===== config.mk =====
export PLATFORM = sky130hd
export DESIGN_NAME = seven_seg_capture
export DESIGN_NICKNAME = d
export VERILOG_FILES = /design/src/rtl/seven_seg_pkg.sv /design/src/rtl/seven_seg_decode.sv /design/src/rtl/seven_seg_capture.sv
export SDC_FILE = /design/constraint.sdc
export NUM_CORES = 1
export LEC_CHECK = 0
export ABC_AREA = 1
export CORE_ASPECT_RATIO = 0.75
export CORE_MARGIN = 4
export CORE_UTILIZATION = 25
export DETAILED_ROUTE_END_ITERATION = 16
export PLACE_DENSITY = 0.43
export SYNTH_ARGS = -nofsm -noshare
export SYNTH_HDL_FRONTEND = slang
export SYNTH_HIERARCHICAL = 1
export SYNTH_SLANG_ARGS = --single-unit
export TNS_END_PERCENT = 50

===== constraint.sdc =====
create_clock -name clk -period 2.2 [get_ports clk]
set_clock_uncertainty 0.15 [all_clocks]
set_input_delay 0.44 -clock clk [delete_from_list [all_inputs] [get_ports clk]]
set_output_delay 0.44 -clock clk [all_outputs]
set_load 0.01 [all_outputs]

===== src/rtl/seven_seg_pkg.sv =====
// Shared constants for the seven-segment display path: segment patterns (g..a,
// active-low), digit count, and the anode select helper.
package seven_seg_pkg;

  localparam int unsigned NUM_DIGITS = 4;
  localparam int unsigned NIB_W      = 4;
  localparam int unsigned SEG_W      = 7;
  localparam int unsigned IDX_W      = $clog2(NUM_DIGITS);
  localparam int unsigned FRAME_W    = NUM_DIGITS * NIB_W;

  localparam logic [SEG_W-1:0] SEG_0 = 7'h40;
  localparam logic [SEG_W-1:0] SEG_1 = 7'h79;
  localparam logic [SEG_W-1:0] SEG_2 = 7'h24;
  localparam logic [SEG_W-1:0] SEG_3 = 7'h30;
  localparam logic [SEG_W-1:0] SEG_4 = 7'h19;
  localparam logic [SEG_W-1:0] SEG_5 = 7'h12;
  localparam logic [SEG_W-1:0] SEG_6 = 7'h02;
  localparam logic [SEG_W-1:0] SEG_7 = 7'h78;
  localparam logic [SEG_W-1:0] SEG_8 = 7'h00;
  localparam logic [SEG_W-1:0] SEG_9 = 7'h10;
  localparam logic [SEG_W-1:0] SEG_A = 7'h08;
  localparam logic [SEG_W-1:0] SEG_B = 7'h03;
  localparam logic [SEG_W-1:0] SEG_C = 7'h46;
  localparam logic [SEG_W-1:0] SEG_D = 7'h21;
  localparam logic [SEG_W-1:0] SEG_E = 7'h06;
  localparam logic [SEG_W-1:0] SEG_F = 7'h0E;

  typedef struct packed {
    logic             valid;
    logic [IDX_W-1:0] idx;
  } an_sel_t;

  // Anode select is usable only when exactly one active-low line is asserted.
  function automatic an_sel_t onehot_low_idx(input logic [NUM_DIGITS-1:0] an);
    an_sel_t     r;
    int unsigned zeros;
    r     = '0;
    zeros = 0;
    for (int unsigned i = 0; i < NUM_DIGITS; i++) begin
      if (!an[i]) begin
        zeros++;
        r.idx = IDX_W'(i);
      end
    end
    r.valid = (zeros == 1);
    return r;
  endfunction

endpackage


===== src/rtl/seven_seg_decode.sv =====
// Segment pattern back to hex nibble; anything outside the encoder's code set
// is flagged illegal and reads as zero.
module seven_seg_decode
  import seven_seg_pkg::*;
(
  input  logic [SEG_W-1:0] seg_i,
  output logic [NIB_W-1:0] nibble_c_o,
  output logic             illegal_c_o
);

  always_comb begin
    nibble_c_o  = '0;
    illegal_c_o = 1'b0;
    case (seg_i)
      SEG_0:   nibble_c_o = 4'h0;
      SEG_1:   nibble_c_o = 4'h1;
      SEG_2:   nibble_c_o = 4'h2;
      SEG_3:   nibble_c_o = 4'h3;
      SEG_4:   nibble_c_o = 4'h4;
      SEG_5:   nibble_c_o = 4'h5;
      SEG_6:   nibble_c_o = 4'h6;
      SEG_7:   nibble_c_o = 4'h7;
      SEG_8:   nibble_c_o = 4'h8;
      SEG_9:   nibble_c_o = 4'h9;
      SEG_A:   nibble_c_o = 4'hA;
      SEG_B:   nibble_c_o = 4'hB;
      SEG_C:   nibble_c_o = 4'hC;
      SEG_D:   nibble_c_o = 4'hD;
      SEG_E:   nibble_c_o = 4'hE;
      SEG_F:   nibble_c_o = 4'hF;
      default: illegal_c_o = 1'b1;
    endcase
  end

endmodule


===== src/rtl/seven_seg_capture.sv =====
// Receiver for the multiplexed 4-digit seven-segment bus: debounces each digit,
// assembles a frame and offers it on a valid/ready handshake.
module seven_seg_capture
  import seven_seg_pkg::*;
#(
  parameter int unsigned STABLE_CYCLES = 4,
  parameter int unsigned CNT_W         = 8
) (
  input  logic                  clk,
  input  logic                  rst,
  input  logic [7:0]            seg,
  input  logic [NUM_DIGITS-1:0] an,
  output logic [FRAME_W-1:0]    out_value,
  output logic                  out_err,
  output logic                  out_valid,
  input  logic                  out_ready,
  output logic                  overflow
);

  localparam logic [CNT_W-1:0] CNT_SAT  = CNT_W'(STABLE_CYCLES);
  localparam logic [CNT_W-1:0] CNT_LAST = CNT_W'(STABLE_CYCLES - 1);

  logic [SEG_W-1:0]      prev_seg_q;
  logic [NUM_DIGITS-1:0] prev_an_q;
  logic [CNT_W-1:0]      cnt_q, cnt_d;
  logic [NUM_DIGITS-1:0] mask_q, mask_d;
  logic [NUM_DIGITS-1:0] bad_q, bad_d;
  logic [FRAME_W-1:0]    slots_q, slots_d;
  logic [FRAME_W-1:0]    value_q, value_d;
  logic                  err_q, err_d;
  logic                  valid_q, valid_d;
  logic                  ovf_q, ovf_d;

  an_sel_t          sel_c;
  logic             same_c;
  logic             capture_c;
  logic             complete_c;
  logic [NIB_W-1:0] nibble_c;
  logic             illegal_c;
  logic             unused_dp;

  assign unused_dp = seg[7];
  assign sel_c     = onehot_low_idx(an);

  seven_seg_decode u_decode (
    .seg_i       (seg[SEG_W-1:0]),
    .nibble_c_o  (nibble_c),
    .illegal_c_o (illegal_c)
  );

  always_comb begin
    same_c     = (seg[SEG_W-1:0] == prev_seg_q) && (an == prev_an_q);
    cnt_d      = '0;
    mask_d     = mask_q;
    bad_d      = bad_q;
    slots_d    = slots_q;
    value_d    = value_q;
    err_d      = err_q;
    valid_d    = valid_q;
    ovf_d      = ovf_q;
    complete_c = (mask_q == '1);

    if (sel_c.valid && same_c) begin
      cnt_d = (cnt_q >= CNT_SAT) ? CNT_SAT : cnt_q + CNT_W'(1);
    end
    // Fire once per dwell: only on the transition into the last count.
    capture_c = sel_c.valid && (cnt_d == CNT_LAST) && (!same_c || (cnt_q != CNT_LAST));

    if (complete_c) begin
      mask_d = '0;
      bad_d  = '0;
      if (!valid_q || out_ready) begin
        value_d = slots_q;
        err_d   = |bad_q;
        valid_d = 1'b1;
      end else begin
        ovf_d = 1'b1;
      end
    end else if (valid_q && out_ready) begin
      valid_d = 1'b0;
    end

    // A capture alongside completion lands in the next frame.
    if (capture_c) begin
      slots_d[NIB_W*sel_c.idx +: NIB_W] = nibble_c;
      bad_d[sel_c.idx]                  = illegal_c;
      mask_d[sel_c.idx]                 = 1'b1;
    end
  end

  always_ff @(posedge clk or posedge rst) begin
    if (rst) begin
      prev_seg_q <= '0;
      prev_an_q  <= '0;
      cnt_q      <= '0;
      mask_q     <= '0;
      bad_q      <= '0;
      slots_q    <= '0;
      value_q    <= '0;
      err_q      <= 1'b0;
      valid_q    <= 1'b0;
      ovf_q      <= 1'b0;
    end else begin
      prev_seg_q <= seg[SEG_W-1:0];
      prev_an_q  <= an;
      cnt_q      <= cnt_d;
      mask_q     <= mask_d;
      bad_q      <= bad_d;
      slots_q    <= slots_d;
      value_q    <= value_d;
      err_q      <= err_d;
      valid_q    <= valid_d;
      ovf_q      <= ovf_d;
    end
  end

  assign out_value = value_q;
  assign out_err   = err_q;
  assign out_valid = valid_q;
  assign overflow  = ovf_q;

endmodule

==> impl_metrics.csv <==
group,metric,value,unit
finish,postLayoutCoreUtil,38.3,%
grt,grt_usage,11.1,%
grt,grt_max_degree,63,
worst_setup_path,critPathCapture,"slots_q[3]",
worst_setup_path,cp.required,2270,ps
clocking,root_buffer,"clkbuf_16",
finish,fin_area,4710,um^2
clocking,cts_max_level,3,
power,p_sw_share,23.3,%
drt,first_pass_iters,4,
worst_setup_path,worst_r2r_endpoint,"slots_q[3]",
drt,vias_per_cell,4.06,
drt,avgRoutedWirePerCell,10.5,um
synthesis,ys_seq_elements,62,
clocking,clkTransAtPathRegs,50,ps
worst_hold_path,hold_class,"primary input to flip-flop",
clocking,clock_sinks,62,
clocking,cts_tree,"yes",
worst_setup_path,r2r-start,"cnt_q[7]",
worst_setup_path,crit_chain,"buf_12 -> inv_12 -> ha_4 -> inv_2 -> nand2_2 -> nand2_2 -> inv_2 -> ha_4 -> inv_2 -> nor2_1 -> nand3_1 -> nand2_2 -> inv_2 -> nor2_1 -> nand4_1 -> buf_6 -> nor2_4 -> buf_12 -> nand2_4 -> nand2_1 -> nand2_1",
sta,setup_ws,-56.9,ps
worst_setup_path,critPathArrivalTime,2320,ps
synthesis,syn_inst,426,
worst_setup_path,path_common_cell,"inv_2",
worst_setup_path,cp-startpoint,"an[1]",
finish,fillers,1256,
clocking,numCtsBuffers,9,
floorplan,core,12300,um^2
worst_setup_path,cpPeakStageDelay,280,ps
floorplan,rows,35,
synthesis,synth_edf_count,0,
synthesis,synthDistinctLibCells,27,
power,power.switching,0.000666,W
power,peakVddDrop,368,uV
finish,fin_nets,552,
outcome,status,"complete, but fails checks",
drt,drt-initial-drc-count,119,
place,gp_congestion,0.789,
place,detailed_place_hpwl,5.28,mm
sta,setup_violations,16,
grt,busiest_layer,"met2",
sta,hold_viol,0,
synthesis,syn_area,3160,um^2
synthesis,synth_top_area_share,49.1,%
grt,grt_pass1_vias,2759,
sta,whs,171,ps
grt,antenna_found_initial,0,
finish,diodes,0,
worst_setup_path,critPathBufInv,8,
place,place_area,4180,um^2
drt,drc,0,
clocking,clk_path_buf_depth,2,
floorplan,start_util,25.7,%
outcome,violations,"negative setup slack",
sta,timing.setup.tns,-665,ps
floorplan,die_area,14500,um^2
power,power.clock.fraction,48.6,%
sta,fin_crit_sh,103,%
power,seq_power_share,40.8,%
grt,gr-usage-met2,16.0,%
place,io_buffers,32,
power,p_leak,2.50,nW
synthesis,avgSynthCellArea,7.42,um^2
finish,syn_to_final_growth,49.0,%
drt,totalWireLength,7.39,mm
worst_setup_path,critPathSlowestCell,"ha_4",
synthesis,yosysWarnings,6,
power,p_int,0.00219,W
sta,finalCriticalPeriod,2260,ps
synthesis,synth_area_leaders,"dfrtp_1 (49%), nand2_1 (21%), inv_1 (5.2%)",
worst_setup_path,cp_max_fo,5,
grt,grt_overflow,0,
grt,use_met1,15.6,%
synthesis,seq_area_frac_synth,49.1,%
floorplan,die_h,105,um
grt,grt_pass1_wl,12.8,mm
worst_setup_path,criticalPathCategory,"primary input to flip-flop",
power,p_per_area,606,nW/um^2
worst_setup_path,reg2reg_depth,11,
worst_setup_path,start_kind,"primary input",
worst_setup_path,worstSetupEndpointType,"flip-flop",
worst_setup_path,path_depth,21,
floorplan,die_x,138,um
sta,drv_slew,0,
floorplan,pin_count,34,
synthesis,synthArstFlopShare,100,%
synthesis,synth-main-ff-cell,"dfrtp_1",
place,pre_cts_ws,-903,ps
job,maxCapViolations,0,
worst_setup_path,cp_top_family,"simple AND/OR/NAND/NOR gates",
drt,num_vias,2845,
sta,fmax,443,MHz
synthesis,yosysTopAreaCell,"dfrtp_1",
grt,grt_util_met3,3.58,%
sta,rsz0062_at_grt,"true",
synthesis,synth.most_common_cell,"nand2_1",
clocking,worstSkewPairLatency,330,ps
worst_setup_path,r2r_setup_slack,150,ps
power,power_frac_comb,10.6,%
drt,drtAntennaViolNets,0,
synthesis,synth_commonest_cells,"nand2_1 (175), dfrtp_1 (62), inv_1 (44), nor2_1 (44), nand3_1 (31)",
finish,final_layout_size_suffix_gt1_share,26.5,%
## sequential cells by signal, indices dropped and copies added (netlist names)
name        cells
out_value      16
slots_q        16
cnt_q           8
prev_seg_q      7
bad_q           4
mask_q          4
prev_an_q       4
out_err         1
out_valid       1
overflow        1
## final cells by class
cell class	count	area, um^2	share of cell area (%)
Timing Repair Buffer	96	892	18.9
Inverter	54	223	4.73
Clock buffer	10	239	5.08
Tap cell	166	208	4.41
Sequential cell	62	1550	33.0
Clock inverter	4	48.8	1.04
Multi-Input combinational cell	309	1550	32.8
## worst register-to-register path, cell delays in order (launching register included)
cell,delay (ps)
dfrtp_1,350
or2_1,230
nor2_2,150
nand3_2,100
nor2_1,170
nand4_1,140
buf_6,150
nor2_4,160
buf_12,160
nand2_4,70
nand2_1,60
nand2_1,50
## per-layer routing
metal,vias to the layer above,share of wire [%]
met5,-,0
met4,0,1.7
met3,12,4.2
met2,46,43
met1,1275,51
li1,1512,-
## stage by stage
step / total power (W) / instances
floorplan: 0.00134 / 430
global placement: 0.00147 / 674
detailed placement: 0.00147 / 674
finish: 0.00286 / 701
global route: 0.00299 / 701
CTS: 0.00290 / 701
## placed cells by master (no fill, tap or decap), drive strengths merged
| cell | synthesis | routed |
|---|---|---|
| a21oi | 3 | 3 |
| buf | 4 | 65 |
| bufinv | 0 | 1 |
| clkbuf | 2 | 11 |
| clkdlybuf4s15 | 0 | 1 |
| clkdlybuf4s50 | 0 | 28 |
| clkinv | 3 | 6 |
| conb | 1 | 5 |
| dfrtp | 62 | 62 |
| dlymetal6s2s | 0 | 1 |
| ha | 5 | 5 |
| inv | 51 | 51 |
| nand2 | 179 | 179 |
| nand3 | 32 | 32 |
| nand4 | 4 | 4 |
| nor2 | 53 | 54 |
| nor3 | 5 | 5 |
| nor4 | 1 | 1 |
| o211ai | 1 | 1 |
| o21ai | 11 | 11 |
| o21bai | 1 | 1 |
| or2 | 2 | 2 |
| xnor2 | 5 | 5 |
| xor2 | 1 | 1 |
## worst min path at each step
stage | startpoint | cells after the start | end | slack [ps]
after floorplan | slots_q[7] | 2 | slots_q[7] | 300
after global routing | seg[4] | 1 | prev_seg_q[4] | 190
final | seg[4] | 1 | prev_seg_q[4] | 170
after detailed placement | out_value[12] | 2 | out_value[12] | 310
after global placement | out_value[14] | 2 | out_value[14] | 300
after CTS | an[0] | 2 | prev_an_q[0] | 280
## cells by family after synthesis
group	after synthesis	synth area share, %
simple gates	276	36.4
buf+inv	60	8.08
fa+ha+maj	5	1.98
other cells	1	0.119
flops	62	49.1
compound gates	16	2.69
xor+xnor	6	1.66
## power groups by stage
stage | Clock [W] | Combinational [W] | Sequential [W]
finish | 0.00139 | 0.000303 | 0.00116
global route | 0.00148 | 0.000346 | 0.00117
CTS | 0.00144 | 0.000304 | 0.00116
detailed placement | 0 | 0.000291 | 0.00118
global placement | 0 | 0.000288 | 0.00118
floorplan | 0 | 0.000154 | 0.00118
## timing repair
| item | 4_1_cts | 5_1_grt |
|---|---|---|
| pin swaps | 15 | 10 |
| endpoints found under the setup margin | 27 | 26 |
| setup buffers | 12 | 1 |
| hold buffers | 0 | 0 |
| resized for setup | 24 | 25 |
| gates cloned | 2 | 0 |
(Power assumes the default switching activity.)
